**src/rtl/bcd_pkg.sv**
```systemverilog
// ----------------------------------------------------------------------------
// bcd_pkg
// Shared BCD digit type, digit limits and a load-clamp helper used by the
// BCD scan counter and its digit-step sub-module.
// ----------------------------------------------------------------------------
package bcd_pkg;

    typedef logic [3:0] bcd_t;

    localparam bcd_t BCD_MAX = 4'd9;
    localparam bcd_t BCD_MIN = 4'd0;

    // Non-decimal nibbles (A..F) are stored as 9.
    function automatic bcd_t bcd_clamp(input bcd_t d);
        return (d > BCD_MAX) ? BCD_MAX : d;
    endfunction

endpackage

```
**src/rtl/bcd_counter_scan_if.sv**
```systemverilog
// ----------------------------------------------------------------------------
// bcd_counter_scan_if
// Signal bundle for bcd_counter_scan.
//   en, up, load, load_val : count controls (driven by master)
//   count, carry           : BCD count value and wrap pulse
//   x, y, z, w             : BCD code of the scanned digit (x = bit 3)
//   digit_sel              : one-hot select of the scanned digit
// There is no handshake: every signal is a plain level sampled or updated
// on each rising clock edge.
// ----------------------------------------------------------------------------
interface bcd_counter_scan_if #(
    parameter int DIGITS = 4
);
    logic                  en;
    logic                  up;
    logic                  load;
    logic [4*DIGITS-1:0]   load_val;
    logic [4*DIGITS-1:0]   count;
    logic                  carry;
    logic                  x;
    logic                  y;
    logic                  z;
    logic                  w;
    logic [DIGITS-1:0]     digit_sel;

    modport master (
        output en, up, load, load_val,
        input  count, carry, x, y, z, w, digit_sel
    );

    modport slave (
        input  en, up, load, load_val,
        output count, carry, x, y, z, w, digit_sel
    );
endinterface

```
**src/rtl/bcd_digit_step.sv**
```systemverilog
// ----------------------------------------------------------------------------
// bcd_digit_step
// Combinational single BCD digit step, chained once per digit.
//   i_digit : current digit (0..9)
//   i_up    : 1 = increment, 0 = decrement
//   i_cin   : step request (carry/borrow in); when low the digit passes through
//   o_digit : next digit
//   o_cout  : carry (9 -> 0) or borrow (0 -> 9) out
// ----------------------------------------------------------------------------
module bcd_digit_step
    import bcd_pkg::*;
(
    input  bcd_t i_digit,
    input  logic i_up,
    input  logic i_cin,
    output bcd_t o_digit,
    output logic o_cout
);

    always_comb begin
        o_digit = i_digit;
        o_cout  = 1'b0;
        if (i_cin) begin
            if (i_up) begin
                if (i_digit >= BCD_MAX) begin
                    o_digit = BCD_MIN;
                    o_cout  = 1'b1;
                end else begin
                    o_digit = i_digit + 4'd1;
                end
            end else begin
                if (i_digit == BCD_MIN) begin
                    o_digit = BCD_MAX;
                    o_cout  = 1'b1;
                end else begin
                    o_digit = i_digit - 4'd1;
                end
            end
        end
    end

endmodule

```
**src/rtl/bcd_counter_scan.sv**
```systemverilog
// ----------------------------------------------------------------------------
// bcd_counter_scan
// Multi-digit BCD up/down counter with a time-multiplexed digit scan output
// feeding a downstream combinational BCD-to-7-segment decoder.
//   clk  : system clock, rising edge
//   rst  : asynchronous active-high reset
//   bus  : bcd_counter_scan_if slave (en/up/load/load_val in;
//          count/carry/x/y/z/w/digit_sel out)
// Parameters: DIGITS (2..8), SCAN_DIV (cycles per scan slot, >= 2).
// Optional macro BCD_SCAN_BLANK_EN: leading-zero blanking of digits > 0.
// ----------------------------------------------------------------------------
module bcd_counter_scan
    import bcd_pkg::*;
#(
    parameter int DIGITS   = 4,
    parameter int SCAN_DIV = 1000
) (
    input logic               clk,
    input logic               rst,
    bcd_counter_scan_if.slave bus
);

    localparam int PW = (SCAN_DIV > 1) ? $clog2(SCAN_DIV) : 1;
    localparam int IW = (DIGITS > 1) ? $clog2(DIGITS) : 1;

    logic [4*DIGITS-1:0] r_count;
    logic                r_carry;
    logic [PW-1:0]       r_presc;
    logic [IW-1:0]       r_idx;
    logic [DIGITS-1:0]   r_sel;
    bcd_t                r_xyzw;

    logic [4*DIGITS-1:0] w_next;
    logic [4*DIGITS-1:0] w_load;
    logic [DIGITS:0]     w_chain;
    logic                w_presc_tc;
    bcd_t                w_scan_digit;
    logic [DIGITS-1:0]   w_scan_sel;
    logic                w_blank;

    // Digit 0 always steps; higher digits step on the carry/borrow chain.
    assign w_chain[0] = 1'b1;

    for (genvar g = 0; g < DIGITS; g++) begin : g_digit
        bcd_digit_step u_step (
            .i_digit (r_count[4*g +: 4]),
            .i_up    (bus.up),
            .i_cin   (w_chain[g]),
            .o_digit (w_next[4*g +: 4]),
            .o_cout  (w_chain[g+1])
        );
        assign w_load[4*g +: 4] = bcd_clamp(bus.load_val[4*g +: 4]);
    end

    // Count register: load has priority over enable; carry pulses only on
    // a wrap out of the top digit.
    always_ff @(posedge clk or posedge rst) begin
        if (rst) begin
            r_count <= '0;
            r_carry <= 1'b0;
        end else if (bus.load) begin
            r_count <= w_load;
            r_carry <= 1'b0;
        end else if (bus.en) begin
            r_count <= w_next;
            r_carry <= w_chain[DIGITS];
        end else begin
            r_carry <= 1'b0;
        end
    end

    // Scan prescaler and digit index.
    assign w_presc_tc = (r_presc == PW'(SCAN_DIV - 1));

    always_ff @(posedge clk or posedge rst) begin
        if (rst) begin
            r_presc <= '0;
            r_idx   <= '0;
        end else if (w_presc_tc) begin
            r_presc <= '0;
            r_idx   <= (r_idx == IW'(DIGITS - 1)) ? '0 : r_idx + IW'(1);
        end else begin
            r_presc <= r_presc + PW'(1);
        end
    end

    // Select the scanned digit and its one-hot common.
    always_comb begin
        w_scan_digit = BCD_MIN;
        w_scan_sel   = '0;
        for (int i = 0; i < DIGITS; i++) begin
            if (r_idx == IW'(i)) begin
                w_scan_digit  = r_count[4*i +: 4];
                w_scan_sel[i] = 1'b1;
            end
        end
    end

`ifdef BCD_SCAN_BLANK_EN
    // w_zero_from[i] is set when digits i..DIGITS-1 are all zero.
    logic [DIGITS:0] w_zero_from;
    assign w_zero_from[DIGITS] = 1'b1;
    for (genvar g = 0; g < DIGITS; g++) begin : g_zero
        assign w_zero_from[g] = w_zero_from[g+1] & (r_count[4*g +: 4] == BCD_MIN);
    end

    // Digit 0 is never blanked.
    always_comb begin
        w_blank = 1'b0;
        for (int i = 1; i < DIGITS; i++) begin
            if (r_idx == IW'(i) && w_zero_from[i]) begin
                w_blank = 1'b1;
            end
        end
    end
`else
    assign w_blank = 1'b0;
`endif

    // Registered scan outputs, refreshed every cycle.
    always_ff @(posedge clk or posedge rst) begin
        if (rst) begin
            r_sel  <= DIGITS'(1);
            r_xyzw <= BCD_MIN;
        end else if (w_blank) begin
            r_sel  <= '0;
            r_xyzw <= BCD_MIN;
        end else begin
            r_sel  <= w_scan_sel;
            r_xyzw <= w_scan_digit;
        end
    end

    assign bus.count     = r_count;
    assign bus.carry     = r_carry;
    assign bus.digit_sel = r_sel;
    assign bus.x         = r_xyzw[3];
    assign bus.y         = r_xyzw[2];
    assign bus.z         = r_xyzw[1];
    assign bus.w         = r_xyzw[0];

endmodule

```
**src/flat_wrapper.sv**
```systemverilog
// flat-port wrapper written by rule: the top's interface ports become plain ports
module bcd_counter_scan_flat import bcd_pkg::*;
#(
    parameter int DIGITS   = 4,
    parameter int SCAN_DIV = 1000
)
  (clk, rst, bus_en, bus_up, bus_load, bus_load_val, bus_count, bus_carry, bus_x, bus_y, bus_z, bus_w, bus_digit_sel);
  bcd_counter_scan_if #(.DIGITS(DIGITS)) bus_i ();
  input logic clk;
  input logic rst;
  input wire logic [$bits(bus_i.en)-1:0] bus_en;
  input wire logic [$bits(bus_i.up)-1:0] bus_up;
  input wire logic [$bits(bus_i.load)-1:0] bus_load;
  input wire logic [$bits(bus_i.load_val)-1:0] bus_load_val;
  output wire logic [$bits(bus_i.count)-1:0] bus_count;
  output wire logic [$bits(bus_i.carry)-1:0] bus_carry;
  output wire logic [$bits(bus_i.x)-1:0] bus_x;
  output wire logic [$bits(bus_i.y)-1:0] bus_y;
  output wire logic [$bits(bus_i.z)-1:0] bus_z;
  output wire logic [$bits(bus_i.w)-1:0] bus_w;
  output wire logic [$bits(bus_i.digit_sel)-1:0] bus_digit_sel;
  assign bus_i.en = bus_en;
  assign bus_i.up = bus_up;
  assign bus_i.load = bus_load;
  assign bus_i.load_val = bus_load_val;
  assign bus_count = bus_i.count;
  assign bus_carry = bus_i.carry;
  assign bus_x = bus_i.x;
  assign bus_y = bus_i.y;
  assign bus_z = bus_i.z;
  assign bus_w = bus_i.w;
  assign bus_digit_sel = bus_i.digit_sel;
  bcd_counter_scan #(.DIGITS(DIGITS), .SCAN_DIV(SCAN_DIV)) u_core (.clk(clk), .rst(rst), .bus(bus_i));
endmodule
```
**config.mk**
```make
export PLATFORM = sky130hd
export DESIGN_NAME = bcd_counter_scan_flat
export DESIGN_NICKNAME = d
export VERILOG_FILES = /design/src/rtl/bcd_pkg.sv /design/src/rtl/bcd_counter_scan_if.sv /design/src/rtl/bcd_digit_step.sv /design/src/rtl/bcd_counter_scan.sv /design/src/flat_wrapper.sv
export SDC_FILE = /design/constraint.sdc
export NUM_CORES = 1
export LEC_CHECK = 0
export ABC_CLOCK_PERIOD_IN_PS = 1830
export BUFFER_PORTS_ARGS = -buffer_cell sky130_fd_sc_hd__buf_4
export CAP_MARGIN = 15
export CORE_ASPECT_RATIO = 1.2
export CORE_MARGIN = 2
export CORE_UTILIZATION = 35
export CTS_CLUSTER_SIZE = 40
export DETAILED_ROUTE_END_ITERATION = 16
export SLEW_MARGIN = 25
export SYNTH_ARGS = -nofsm -noshare
export SYNTH_HDL_FRONTEND = slang
export SYNTH_SLANG_ARGS = --single-unit
```
**constraint.sdc**
```tcl
create_clock -name clk -period 1.83 [get_ports clk]
set_clock_uncertainty 0.05 [all_clocks]
set_input_delay 0.183 -clock clk [delete_from_list [all_inputs] [get_ports clk]]
set_output_delay 0.183 -clock clk [all_outputs]
set_load 0.005 [all_outputs]
```
# [Word-level counts from Yosys, hierarchy flattened]
# Index checks and enable logic that the tools add are counted.
# W data, S select, Z words.
[classes] n_lt_le_gt_ge=8 n_reduce_logical=12 n_addsub=10 eq_ne=4 muxes=48
[op_table] cell="$mux W4" n=23
[op_table] cell="$mux W16" n=2
[op_table] cell="$mux W1" n=21
[op_table] cell="$add A4 B1 Y4 const B" n=4
[op_table] cell="$ge A4 B4 Y1 const B" n=4
[op_table] cell="$gt A4 B4 Y1 const B" n=4
[op_table] cell="$logic_not A4 Y1" n=4
[op_table] cell="$sub A4 B1 Y4 const B" n=4
[op_table] cell="$add A10 B1 Y10 const B" n=1
[op_table] cell="$eq A10 B10 Y1 const B" n=1
[op_table] cell="$mux W10" n=1
[op_table] cell="$reduce_bool A2 Y1" n=4
[op_table] cell="$reduce_and A2 Y1" n=3
[op_table] cell="$eq A2 B2 Y1 const B" n=2
[op_table] cell="$add A2 B1 Y2 const B" n=1
[op_table] cell="$eq A2 B1 Y1 const B" n=1
[op_table] cell="$logic_not A2 Y1" n=1
[op_table] cell="$mux W2" n=1
[totals] output_inout_bits=25 ff_bits=37 word_cells=91

# [Depth between registers and ports, before layout]
[logic_depth] depth_word=8 mapped_depth=8 mapped_depth_nobuf=7

# [Hierarchy]
# Synthesis repeated with hierarchy kept, for this count alone.
[unflattened] hier_cells=323 hier_area_um2=2960.3
[modules_own_cells] module="bcd_counter_scan" area_each_um2=1799.2 cells_per_inst=171 n_inst=1 seq_area_each_um2=927.1
[modules_own_cells] module="bcd_digit_step" area_each_um2=290.3 cells_per_inst=38 n_inst=4 seq_area_each_um2=0.0

# [Worst setup path after synthesis]
# No wires, ideal clock.
[synth_timing] path_type="flip-flop to flip-flop" from="register u_core.r_count[4] (netlist: u_core.bus.count[4])" to="register u_core.r_count[13] (netlist: u_core.bus.count[13])" setup_slack_ns=-0.226 t_arrival_ns=1.877 setup_ns=0.128 path_stages_with_launch=8 period_less_slack_ns=2.056 required_time_ns=1.652 path_cell_list="dfrtp_1 -> inv_1 -> ha_1 -> or3b_4 -> a31o_4 -> and3_1 -> nor2_1 -> o32ai_2"
[synth_between] elab_chain_cells=7 elab_cells_between_ends=9
[synth_lines] item="start: declaration" line="bcd_counter_scan.sv:26" rtl="logic [4*DIGITS-1:0] r_count;"
[synth_lines] item="start signal: assignment" line="bcd_counter_scan.sv:62" rtl="r_count <= w_load;"
[synth_lines] item="start signal: assignment" line="bcd_counter_scan.sv:65" rtl="r_count <= w_next;"
[synth_lines] item="$ge A4 B4 Y1 / $logic_not A4 Y1 (equally long branches)" line="bcd_digit_step.sv:25, bcd_digit_step.sv:32"
[synth_lines] item="$mux W1, on equally long branches" line="bcd_digit_step.sv:25, bcd_digit_step.sv:32"
[synth_lines] item="$mux W1 *" line="bcd_digit_step.sv:24" rtl="if (i_up) begin"
[synth_lines] item="$mux W1 * (2 in a row)" line="bcd_digit_step.sv:23" rtl="if (i_cin) begin"
[synth_lines] item="$reduce_bool A2 Y1 (no source line) *"
[synth_lines] item="$reduce_and A2 Y1 (no source line) *"
# Mark *: on every way between the ends. The rest lies on a longest branch, timed or not.
# A chain may end at the register's enable or synchronous reset.

# [Worst setup path in the final report]
[layout_timing] from="register u_core.r_count[0] (netlist: u_core.bus.count[0])" to="register u_core.r_count[15] (netlist: u_core.bus.count[15])"
# The elaborated chain is that of the path after synthesis.

==> results.ini <==
[timing]
clock.fmax_mhz=529
maxSlewHeadroom=0.662
hold_viol=0
finalSetupTns_ns=-0.419
fin_hold_ws_ns=0.0482
postLayoutSetupSlackWorst_ns=-0.0604
period_minus_slack_ns=1.89
finalCritPeriodShare=1.03
timing_worst_slew_pin_value_ns=0.501
rsz0062_at_grt=yes
setup_viol=10
drv_slew=0

[yosys]
syn_avg_cell_area_um2=8.39
postSynthCellCount=321
syn_area_mm2=0.00269
ys_ff_latch=37
async_reset_ff_frac=1.00
ys_types=58
synth_enable_flop_cells=0
yosysWarnings=0
synth_ff_type=dfrtp_1
syn_nets=360
synth-seq-area-share=0.344

[global_routing]
grt_pass1_vias=2577
grt_overflow=0
antenna_found_initial=0
gr-usage-all-layers=0.181
grt_first_pass_wirelength_um=12300
grt_max_degree=38

[worst_setup_path]
cpPeakStageDelay_ns=0.44
worst-path-buf-inv=1
critPathSlowestCell=dfrtp_2
worst_setup_path_end_kind=flip-flop
worstPathArrival_ns=1.99
crit_fanout=7
worstPathCellList=inv_2 > ha_4 > or3b_4 > a22o_4 > and3_4 > o21ai_1 > a31oi_1
path_delay_family=simple AND/OR/NAND/NOR gates
startpoint_type=flip-flop
cp_data_required_time_ns=1.93
path_class=flip-flop to flip-flop

[drt]
drt.antenna.violating_nets=0
vias_per_cell=5.39
wire_per_inst_um=15.0
drt_iter0_drc=152
drt-total-wl_um=7280
num_vias=2607
drc=0
dr.pass1.iters=4

[clock_network]
htree_num_levels=2
cts_made_buffers=5
cts_root_buffer=clkbuf_8
cts_tree=done
clkLatencyLatePin_ns=0.29
clockBufferDepth=2
cts.sinks=37
clkTransAtPathRegs_ns=0.08

[floorplanning]
rows=35
die_area_mm2=0.00841
io_pins=46
core_area_mm2=0.00758
initial_core_util=0.355
die_w_um=84.1
die_y_um=100

[job]
max_cap_viol_count=0

[power]
power_leakage_nw=1.55
powerDensity_mw_per_mm2=659
switching_power_uw=808
p_int_mw=1.57
vdd_drop_max_v=0.000370
p_sw_frac=0.341
p_seq_frac=0.390
comb_power_share=0.368
pwr-share-clk=0.242

[placement]
pre_cts_slack_ns=-0.0435
port_buffers=45
dpl-instance-area_mm2=0.00337
gp_congestion=0.831
hpwl_um=5340

[layout]
fin_util=0.475
fin_area_mm2=0.00360
fin_nets=430
n_fill_cell=762
antenna_cells=0
area_growth_pct=33.7
layout-drive-gt1-share=0.339

[min_path]
hp-class=input port to flip-flop

[status]
status=finished with violations
violations=negative setup slack

-- what timing repair did --
action / 4_1_cts / 5_1_grt
setup buffers: 5 / 1
hold buffers: 1 / 0
endpoints found under the hold margin: 36 / 0
pin swaps: 5 / 8
gates resized for setup: 13 / 7
setup endpoints to repair: 9 / 16
-- path summary, 6_finish.rpt --
kind | startpoint | to | slack [ns] | cells after the start
max | u_core.bus.count[0] | u_core.bus.count[15] | -0.06 | 7
min | bus_load_val[15] | u_core.bus.count[13] | 0.05 | 2
max reg2reg | u_core.bus.count[0] | u_core.bus.count[15] | -0.06 | 7
min reg2reg | u_core.r_presc[0] | u_core.r_presc[0] | 0.42 | 1
max in group asynchronous | rst | u_core.bus.count[0] | 0.87 | 4
min in group asynchronous | rst | u_core.r_presc[2] | 0.51 | 4
-- kinds of logic (layout without fill, tap and decap cells) --
kind of cell / count (synthesis) / in the layout / share of synthesized area
DFF: 37 / 37 / 0.344
xor gates and xnor gates: 7 / 7 / 0.0228
buffers and inverters: 41 / 112 / 0.0664
AOI/OAI and AO/OA: 104 / 104 / 0.253
adders and majority gates: 18 / 18 / 0.0836
muxes: 3 / 3 / 0.0158
and+or+nand+nor: 111 / 111 / 0.214
-- Yosys cell counts, drive strengths merged (3+ instances only) --
master / count / area (µm²)
buf: 13 / 73.8
nand2: 28 / 108
inv: 20 / 75.1
o21a: 3 / 22.5
or3b: 5 / 48.8
nand2b: 5 / 31.3
a31oi: 5 / 31.3
nor3: 10 / 50.1
a21oi: 28 / 140
a211oi: 6 / 45.0
a22o: 4 / 36.3
o21ai: 28 / 140
nand3b: 7 / 52.6
o31ai: 5 / 37.5
clkbuf: 8 / 30.0
nand3: 9 / 50.1
a22oi: 3 / 22.5
ha: 18 / 225
xnor2: 3 / 26.3
dfrtp: 36 / 901
xor2: 4 / 35.0
nor2: 30 / 113
nor2b: 4 / 25.0
a311oi: 3 / 26.3
-- placed cells by master, fill, tap and decap left out, drive strengths merged, types with 4 or more instances in the layout --
cell / Yosys / routed
a31oi: 5 / 5
a22o: 4 / 4
xor2: 4 / 4
nor2: 30 / 30
o31ai: 5 / 5
buf: 13 / 83
nand2: 28 / 28
nand2b: 5 / 5
o21ai: 28 / 28
nand3b: 7 / 7
a211oi: 6 / 6
clkbuf: 8 / 6
inv: 20 / 20
nor2b: 4 / 4
or3b: 5 / 5
dfrtp: 36 / 36
nor3: 10 / 10
a21oi: 28 / 28
ha: 18 / 18
nand3: 9 / 9
-- sequential cells by signal (all words and copies together), names as in the netlist --
| register | flops |
|---|---|
| u_core.r_presc | 10 |
| u_core.bus.count | 16 |
| u_core.r_idx | 2 |
| u_core.r_xyzw | 4 |
| u_core.bus.digit_sel | 4 |
| u_core.bus.carry | 1 |
-- metrics by stage --
step / std cells / total power [mW]
6_report: 484 / 2.37
5_1_grt: 484 / 2.52
4_1_cts: 483 / 2.37
3_5_place_dp: 469 / 1.74
3_3_place_gp: 469 / 1.73
2_1_floorplan: 321 / 1.42
-- layout make-up --
| type | count | area (µm²) | area share |
|---|---|---|---|
| Timing Repair Buffer | 84 | 637 | 0.177 |
| Tap cell | 92 | 115 | 0.0320 |
| Clock buffer | 6 | 72.6 | 0.0202 |
| Sequential cell | 37 | 932 | 0.259 |
| Inverter | 20 | 75.1 | 0.0208 |
| Multi-Input combinational cell | 243 | 1760 | 0.489 |
| Clock inverter | 2 | 10.0 | 0.00278 |
-- power groups by stage --
stage	logic (mW)	registers, mW	clock network (mW)
global route	0.962	0.936	0.621
detailed placement	0.803	0.941	0
finish	0.873	0.926	0.574
floorplan	0.474	0.944	0
CTS	0.848	0.924	0.599
global placement	0.792	0.939	0
-- routing by layer --
| layer | part of all wire | routed length [µm] | track usage |
|---|---|---|---|
| met1 | 0.43 | 3130 | 0.213 |
| met2 | 0.52 | 3760 | 0.325 |
| met3 | 0.039 | 286 | 0.0321 |
| met4 | 0.014 | 102 | 0.0720 |
| met5 | 0 | 0 | 0 |
Power figures use the tool's default switching activity.
